`src/rtl/add_unit.sv`:
```
// -----------------------------------------------------------------------------
// add_unit
//   Ripple-carry adder with registered outputs. WIDTH full-adder cells are
//   chained from bit 0 upward; the sum, carry-out and signed overflow are
//   captured on the rising edge of clk whenever in_valid is high, and held
//   otherwise. With WIDTH = 1 this is a registered single-bit full adder.
//
// Parameters
//   WIDTH      operand / sum width in bits (1..64)
//
// Ports
//   clk        rising-edge clock
//   rst_n      asynchronous active-low reset (clears all outputs)
//   in_valid   a, b, c_i are valid this cycle
//   a, b       operands (unsigned; two's complement view used for ovf)
//   c_i        carry into bit 0
//   s          registered sum
//   c_o        registered carry out of bit WIDTH-1
//   ovf        registered signed overflow (carry into MSB ^ carry out of MSB)
//   out_valid  s, c_o, ovf hold a result captured on the previous edge
// -----------------------------------------------------------------------------
module add_unit #(
  parameter int WIDTH = 1
) (
  input  logic             clk,
  input  logic             rst_n,
  input  logic             in_valid,
  input  logic [WIDTH-1:0] a,
  input  logic [WIDTH-1:0] b,
  input  logic             c_i,
  output logic [WIDTH-1:0] s,
  output logic             c_o,
  output logic             ovf,
  output logic             out_valid
);

  // k[i] is the carry into cell i; k[WIDTH] is the carry out of the MSB.
  logic [WIDTH:0]   k;
  logic [WIDTH-1:0] sum_d;
  logic             ovf_d;

  always_comb begin
    k     = '0;
    sum_d = '0;
    k[0]  = c_i;
    for (int i = 0; i < WIDTH; i++) begin
      sum_d[i] = a[i] ^ b[i] ^ k[i];
      k[i+1]   = (a[i] & b[i]) | (a[i] & k[i]) | (b[i] & k[i]);
    end
    // For WIDTH = 1 the carry into the MSB is c_i itself.
    ovf_d = k[WIDTH] ^ k[WIDTH-1];
  end

  always_ff @(posedge clk or negedge rst_n) begin
    if (!rst_n) begin
      s         <= '0;
      c_o       <= 1'b0;
      ovf       <= 1'b0;
      out_valid <= 1'b0;
    end else begin
      out_valid <= in_valid;
      if (in_valid) begin
        s   <= sum_d;
        c_o <= k[WIDTH];
        ovf <= ovf_d;
      end
    end
  end

endmodule

```
`config.mk`:
```
export PLATFORM = sky130hd
export DESIGN_NAME = add_unit
export DESIGN_NICKNAME = d
export VERILOG_FILES = /design/src/rtl/add_unit.sv
export SDC_FILE = /design/constraint.sdc
export NUM_CORES = 1
export LEC_CHECK = 0
export CORE_AREA = 2 2 39 41
export CTS_BUF_LIST = sky130_fd_sc_hd__clkbuf_8 sky130_fd_sc_hd__clkbuf_16
export CTS_CLUSTER_DIAMETER = 50
export DETAILED_ROUTE_END_ITERATION = 10
export DIE_AREA = 0 0 41 43
export SLEW_MARGIN = 15
export SYNTH_ARGS = -nofsm -noshare
export SYNTH_HDL_FRONTEND = slang
export SYNTH_SLANG_ARGS = --single-unit
```
`constraint.sdc`:
```
create_clock -name clk -period 1.2 [get_ports clk]
set_clock_uncertainty 0.1 [all_clocks]
set_input_delay 0.3 -clock clk [delete_from_list [all_inputs] [get_ports clk]]
set_output_delay 0.3 -clock clk [all_outputs]
set_load 0.005 [all_outputs]
```
# == Yosys cells after proc, flatten, opt, wreduce, memory -nomap -nowiden ==
# Index checks and enable logic that the tools add are counted.
# totals
register_bits,4
output_inout_bits,4
word_cells,12
# classes
n_bitwise,8
# ops
cell,count
1-bit bitwise AND,3
1-bit XOR,3
1-bit bitwise OR,2

# == Depth between registers and ports, before layout ==
# Gate-level depths: netlist (run 1).
# depth
ltp_word,4
mapped_depth,3

# == Worst setup path after synthesis (run 1) ==
# OpenSTA, ideal clock, no wires.
# synth_path
kind,input -> register
from,in a
to,reg s
setup_ps,125
arrival_time_ps,1001
path_slack_ps,-26
cell_stages,2
path_cell_list,fa_1 -> mux2_2
# synth_via
elab_chain_cells,2
# synth_rtl
element,line_no,rtl
start: declaration,28,"input logic [WIDTH-1:0] a,"
1-bit XOR (2 in series),47,sum_d[i] = a[i] ^ b[i] ^ k[i];
end signal: assignment,63,s <= sum_d;
end: declaration,31,"output logic [WIDTH-1:0] s,"
# No other way between the ends.
# A chain may end at the register's enable or synchronous reset.

# == Worst setup path in the final report (run 1) ==
# layout_path
from,in b
to,reg s
# layout_via
elab_chain_cells,2
# layout_rtl
element,line_no,rtl
start: declaration,29,"input logic [WIDTH-1:0] b,"
1-bit XOR (2 in series),47,
net sum_d,39,logic [WIDTH-1:0] sum_d;
# The timed path passes the listed nets, and every way through them passes these cells.

==> reports/results.ini, run 1 <==
[outcome]
status = finished clean

[cells_and_area]
utilization = 0.222
syn_to_final_growth_pct = 92.2
final_nets = 33
drive_gt1_frac = 0.583
n_antenna_cell = 0
design_area_um2 = 308

[routing]
drt_iter0_drc = 0
drt_wl_total_um = 443
drtAntennaViolNets = 0
routedWlPerCell_um = 11.1
via_per_inst = 3.48
drc_errors = 0
first_pass_iters = 1
vias = 139

[synth]
yosysSeqAreaShare = 0.625
synth_nets = 17
yosys_warnings = 0
postSynthCellCount = 10
yosys-top-cells-area = dfrtp_1 (63%), mux2_2 (14%), fa_1 (13%)
synth_edf_count = 0
syn_area_um2 = 160
synth_commonest_cells = dfrtp_1 (4), mux2_2 (2)
ys.flop_type = dfrtp_1
synth-seq-cells = 4
synth_top_area_share = 0.625
yosys.cell_count.top_type = dfrtp_1
synth-async-reset-ratio = 1.00
yosys.area.top_type = dfrtp_1
synth_cell_types = 6
synth.avg_cell_area_um2 = 16.0

[global_route]
track_usage = 0.0728
grt_remaining_overflow = 0
grt_pass1_wl_um = 669
antenna_found_initial = 0
grt_pass1_vias = 151
grt_max_degree = 6

[timing]
slew_headroom = 0.854
setup_viol = 0
grt_setup_unrepaired = true
period_needed_ns = 1.19
tightest_slew_ns = 0.219
slew_violations = 0
finalHoldViolCount = 0
max_freq_ghz = 0.838
layout_worst_path_cycle_share = 0.995

[clocking]
cts_made_buffers = 3
clk_pin_slew_worst_paths_ns = 0.03
cts-root-buf = clkbuf_8
cts_tree = done
clock_latency_ns = 0.21
cts_sinks = 4
clock_path_buffers = 2
h-tree-depth = 1

[run]
drv_cap = 0

[worst_setup_path]
worstReg2RegEnd = c_o$_DFFE_PN0P_
critPathCaptureType = register
start_kind = input port
path_delay_family = adder cells
worstRegToRegCells = 3
cpMaxStageDelayCell = fa_2
crit_type = input port to register
worst-path-max-fanout = 1
worst_r2r_startpoint = c_o$_DFFE_PN0P_
cp_num_buf_inv = 1
path_cells = clkdlybuf4s15_2 -> fa_2 -> mux2_4
crit_path_max_incr_delay_ns = 0.43
worstPathRequired_ns = 1.19
crit_arrival_ns = 1.19
rrSetupSlack_ns = 0.11

[floorplanning]
core-area_um2 = 1380
rows = 14
start_util = 0.116
die_w_um = 41
io_pins = 10
die_area_um2 = 1760
die_h_um = 43

[placement]
dpl_cell_area_um2 = 273
gp_congestion = 0.540
io_buffers = 9

[power_and_ir_drop]
power.density_nw_per_um2 = 1700
switchingPower_w = 0.000105
power_w = 0.000524
intPower_w = 0.000419
p_leak_nw = 0.140
power_frac_seq = 0.310
p_clk_frac = 0.532
peakVddDrop_v = 0.000286
p_sw_frac = 0.200
p_comb_frac = 0.157

[hold_path]
holdCritPathClass = input port to async pin

==> flip-flops by register name, indices dropped and copies added (netlist names) <==
register,flops
c_o,1
out_valid,1
ovf,1
s,1
==> cell usage in the layout, fill, tap and decap left out, types with 2 or more instances in the layout <==
cell type and count:
buf_2 3, buf_4 2, clkbuf_2 2, clkbuf_8 3
dfrtp_1 4
==> layout make-up <==
cell class	instances	area, µm²
well taps	16	20.0
repair buffers	11	80.1
clock buffers	3	41.3
flip-flops and latches	4	100
fillers	160	1080
multi-input cells	6	66.3
==> worst reg2reg max path, delay by kind of cell, from the launching register on <==
family | cells | cell delay (ns)
flip-flops | 1 | 0.37
buffers and inverters | 2 | 0.25
multiplexers | 1 | 0.25
==> what timing repair did <==
action,CTS,global route
gates resized for setup,21,4
hold buffers,0,0
buffers inserted,1,1
setup endpoints to repair,7,4
==> power groups by stage <==
stage          clock network [W]  registers (W)  logic [W]
4_1_cts                 0.000288       0.000162  0.0000858
3_3_place_gp                   0       0.000162  0.0000827
3_5_place_dp                   0       0.000163  0.0000854
2_1_floorplan                  0       0.000164  0.0000223
6_report                0.000279       0.000162  0.0000825
5_1_grt                 0.000300       0.000165  0.0000931
==> per-stage QoR <==
step | instances | hold WS [ns] | worst slack, ns | TNS, ns
final | 40 | 0.184 | 0.00635 | 0
after global routing | 40 | 0.189 | -0.0217 | -0.0217
after CTS | 39 | 0.182 | 0.00388 | 0
after detailed placement | 35 | 0.407 | -0.561 | -1.53
after global placement | 35 | 0.392 | -0.537 | -1.44
after floorplan | 10 | -0.0956 | -0.00607 | -0.00607
==> metal layers <==
| metal | track usage | share of wire | vias up |
|---|---|---|---|
| met5 | 0 | 0 | - |
| met4 | 0.100 | 0.056 | 0 |
| met3 | 0.0524 | 0.15 | 4 |
| met2 | 0.0844 | 0.40 | 13 |
| met1 | 0.0658 | 0.39 | 61 |
| li1 | - | - | 61 |
==> how the worst max path moves through the flow <==
stage | from | to | cells after the start
floorplan | a | s$_DFFE_PN0P_ | 2
global placement | c_i | s$_DFFE_PN0P_ | 3
detailed placement | c_i | s$_DFFE_PN0P_ | 3
CTS | c_o$_DFFE_PN0P_ | c_o | 1
global route | b | s$_DFFE_PN0P_ | 3
finish | b | s$_DFFE_PN0P_ | 3
==> kinds of logic (layout without fill, tap and decap cells) <==
logic type / after synthesis / count (layout) / synth area share
XOR/XNOR: 1 / 1 / 0.0547
flip-flops: 4 / 4 / 0.625
buffers and inverters: 0 / 14 / 0
AO/OA/AOI/OAI: 1 / 1 / 0.0312
adder cells (fa/ha/maj): 1 / 1 / 0.125
multiplexers: 2 / 2 / 0.141
AND/OR/NAND/NOR: 1 / 1 / 0.0234
No activity file was read; power rests on OpenSTA's default activity.
==> run 2: changes to the inputs <==
Settings changed: PLACE_DENSITY_LB_ADDON set to 0.08.
==> run 2 against run 1 <==
  * Sequential power about the same
  * Critical path type unchanged
  * Largest power group unchanged
  * Largest cell class unchanged
  * Die area unchanged
  * Maximum frequency grew 2.3%
==> reports/results.ini, run 2 (synthesis gave the netlist of run 1 again) <==
[clocking]
cts_made_buffers = 3  ; unchanged
cts_hold_buf = 0  ; unchanged
clock_path_buffers = 2  ; unchanged
h-tree-depth = 1  ; unchanged
clk_pin_slew_worst_paths_ns = 0.03  ; about the same
clock_latency_ns = 0.22  ; about the same
cts_tree = done
cts_setup_buffers = 0  ; -1
cts_sinks = 4  ; unchanged
cts-root-buf = clkbuf_8

[routing]
drc_errors = 0  ; unchanged
drt_iter0_drc = 0  ; unchanged
via_per_inst = 3.39  ; -2.4%
vias = 139  ; unchanged
first_pass_iters = 1  ; unchanged
routedWlPerCell_um = 9.88  ; -11%
drt_wl_total_um = 405  ; -8.6%
drtAntennaViolNets = 0  ; unchanged

[global_route]
grt_max_degree = 5  ; -1
grt_pass1_vias = 177  ; +17%
antenna_found_initial = 0  ; unchanged
grt-busiest-layer = met2
grt_remaining_overflow = 0  ; unchanged
grt_util_met1 = 0.0654  ; -0.000430
track_usage = 0.0696  ; -0.00317
use_met3 = 0.0471  ; -0.00524
grt_pass1_wl_um = 696  ; +4.0%
grtUsageMet2 = 0.0875  ; +0.00312

[worst_setup_path]
critPathCaptureType = register
crit_type = input port to register
critPathLaunch = a
crit_arrival_ns = 1.16  ; -0.03 ns
crit_path_max_incr_delay_ns = 0.42  ; about the same
worst_r2r_startpoint = s$_DFFE_PN0P_
rrSetupSlack_ns = 0.34  ; +0.23 ns
start_kind = input port
worst-path-max-fanout = 1  ; unchanged
worstPathRequired_ns = 1.20  ; about the same
cp-endpoint = s$_DFFE_PN0P_
worstRegToRegCells = 1  ; -2
worstReg2RegEnd = s$_DFFE_PN0P_
path_cells = clkdlybuf4s15_2 -> fa_2 -> mux2_4
cpMaxStageDelayCell = fa_2

[run]
drv_cap = 0  ; unchanged

[cells_and_area]
layout_common_cells = dfrtp_1 (4), clkbuf_2 (4), clkbuf_8 (3), buf_4 (3), buf_2 (2)
drive_gt1_frac = 0.640  ; +0.0567
n_antenna_cell = 0  ; unchanged
syn_to_final_growth_pct = 96.1
final_nets = 34  ; +3.0%
design_area_um2 = 314  ; +2.0%
n_fill_cell = 157  ; -1.9%
regArea_um2 = 100  ; unchanged
multi_input_area_um2 = 66.3  ; unchanged

[hold_path]
holdCritPathClass = input port to async pin

[timing]
slew_violations = 0  ; unchanged
tightest_slew_ns = 0.212  ; -0.00738 ns
slew_headroom = 0.858  ; +0.00448
period_needed_ns = 1.17  ; -0.0270 ns
grt_setup_unrepaired = false
setup_viol = 0  ; unchanged
layout_worst_path_cycle_share = 0.972  ; -0.0225
max_freq_ghz = 0.857  ; +2.3%
finalHoldViolCount = 0  ; unchanged
tns_ns = 0  ; unchanged

[power_and_ir_drop]
intPower_w = 0.000419  ; about the same
power.density_nw_per_um2 = 1690  ; -0.76%
power_frac_seq = 0.305  ; -0.005
p_comb_frac = 0.152  ; -0.005
p_sw_frac = 0.209  ; +0.00961
p_clk_frac = 0.543  ; +0.011
peakVddDrop_v = 0.000595  ; +110%
switchingPower_w = 0.000111  ; +6.1%
p_leak_nw = 0.152  ; +8.8%

[floorplanning]
die_w_um = 41  ; unchanged
io_pins = 10  ; unchanged
start_util = 0.116  ; unchanged
die_h_um = 43  ; unchanged
rows = 14  ; unchanged
core-area_um2 = 1380  ; unchanged
die_area_um2 = 1760  ; unchanged

[placement]
gp_congestion = 0.622  ; +15%
io_buffers = 9  ; unchanged
dpl_cell_area_um2 = 295  ; +8.3%

[outcome]
status = finished clean

run 2: layer usage:
layer / wire length [µm] / part of all wire
met5: 0 / 0
met1: 166 / 0.41
met2: 183 / 0.45
met4: 16 / 0.040
met3: 38 / 0.094
run 2: cell type report:
class | count | share of cell area
sequential | 4 | 0.319
clock buffer | 3 | 0.131
timing repair buffer | 12 | 0.275
multi-input combinational | 6 | 0.211
tap | 16 | 0.0637
run 2: what timing repair did:
| action | CTS | global route |
|---|---|---|
| endpoints found under the hold margin | 0 | 0 |
| setup endpoints to repair | 7 | 6 |
| gates resized for setup | 19 | 6 |
| pin swaps | 1 | 1 |
run 2: stage by stage:
step	instances	util	hold slack, ns	setup slack, ns	power (W)
floorplan	10	-	-0.0956	-0.00607	0.000187
global placement	38	0.213	0.399	-0.529	0.000262
detailed placement	38	0.213	0.415	-0.538	0.000263
CTS	41	0.244	0.202	0.00476	0.000548
global route	41	0.227	0.212	0.0232	0.000563
finish	41	0.227	0.199	0.0334	0.000530
run 2: worst min-delay path by stage:
stage,startpoint,endpoint,slack (ns)
after floorplan,rst_n,c_o$_DFFE_PN0P_,-0.1
after global placement,s$_DFFE_PN0P_,s$_DFFE_PN0P_,0.40
after detailed placement,c_o$_DFFE_PN0P_,c_o$_DFFE_PN0P_,0.42
after CTS,rst_n,ovf$_DFFE_PN0P_,0.20
after global routing,rst_n,c_o$_DFFE_PN0P_,0.21
final,rst_n,ovf$_DFFE_PN0P_,0.20
run 2: worst max-delay path: cells and delay by family:
kind       cells  cell delay [ns]
fa+ha+maj      1             0.42
buf+inv        1             0.18
mux            1             0.26
run 2: power groups by stage:
stage          clock (W)  combinational, W  sequential (W)
2_1_floorplan          0         0.0000223        0.000164
3_3_place_gp           0         0.0000995        0.000163
3_5_place_dp           0         0.0000992        0.000163
4_1_cts         0.000292         0.0000932        0.000163
5_1_grt         0.000307         0.0000908        0.000165
6_report        0.000288         0.0000806        0.000162
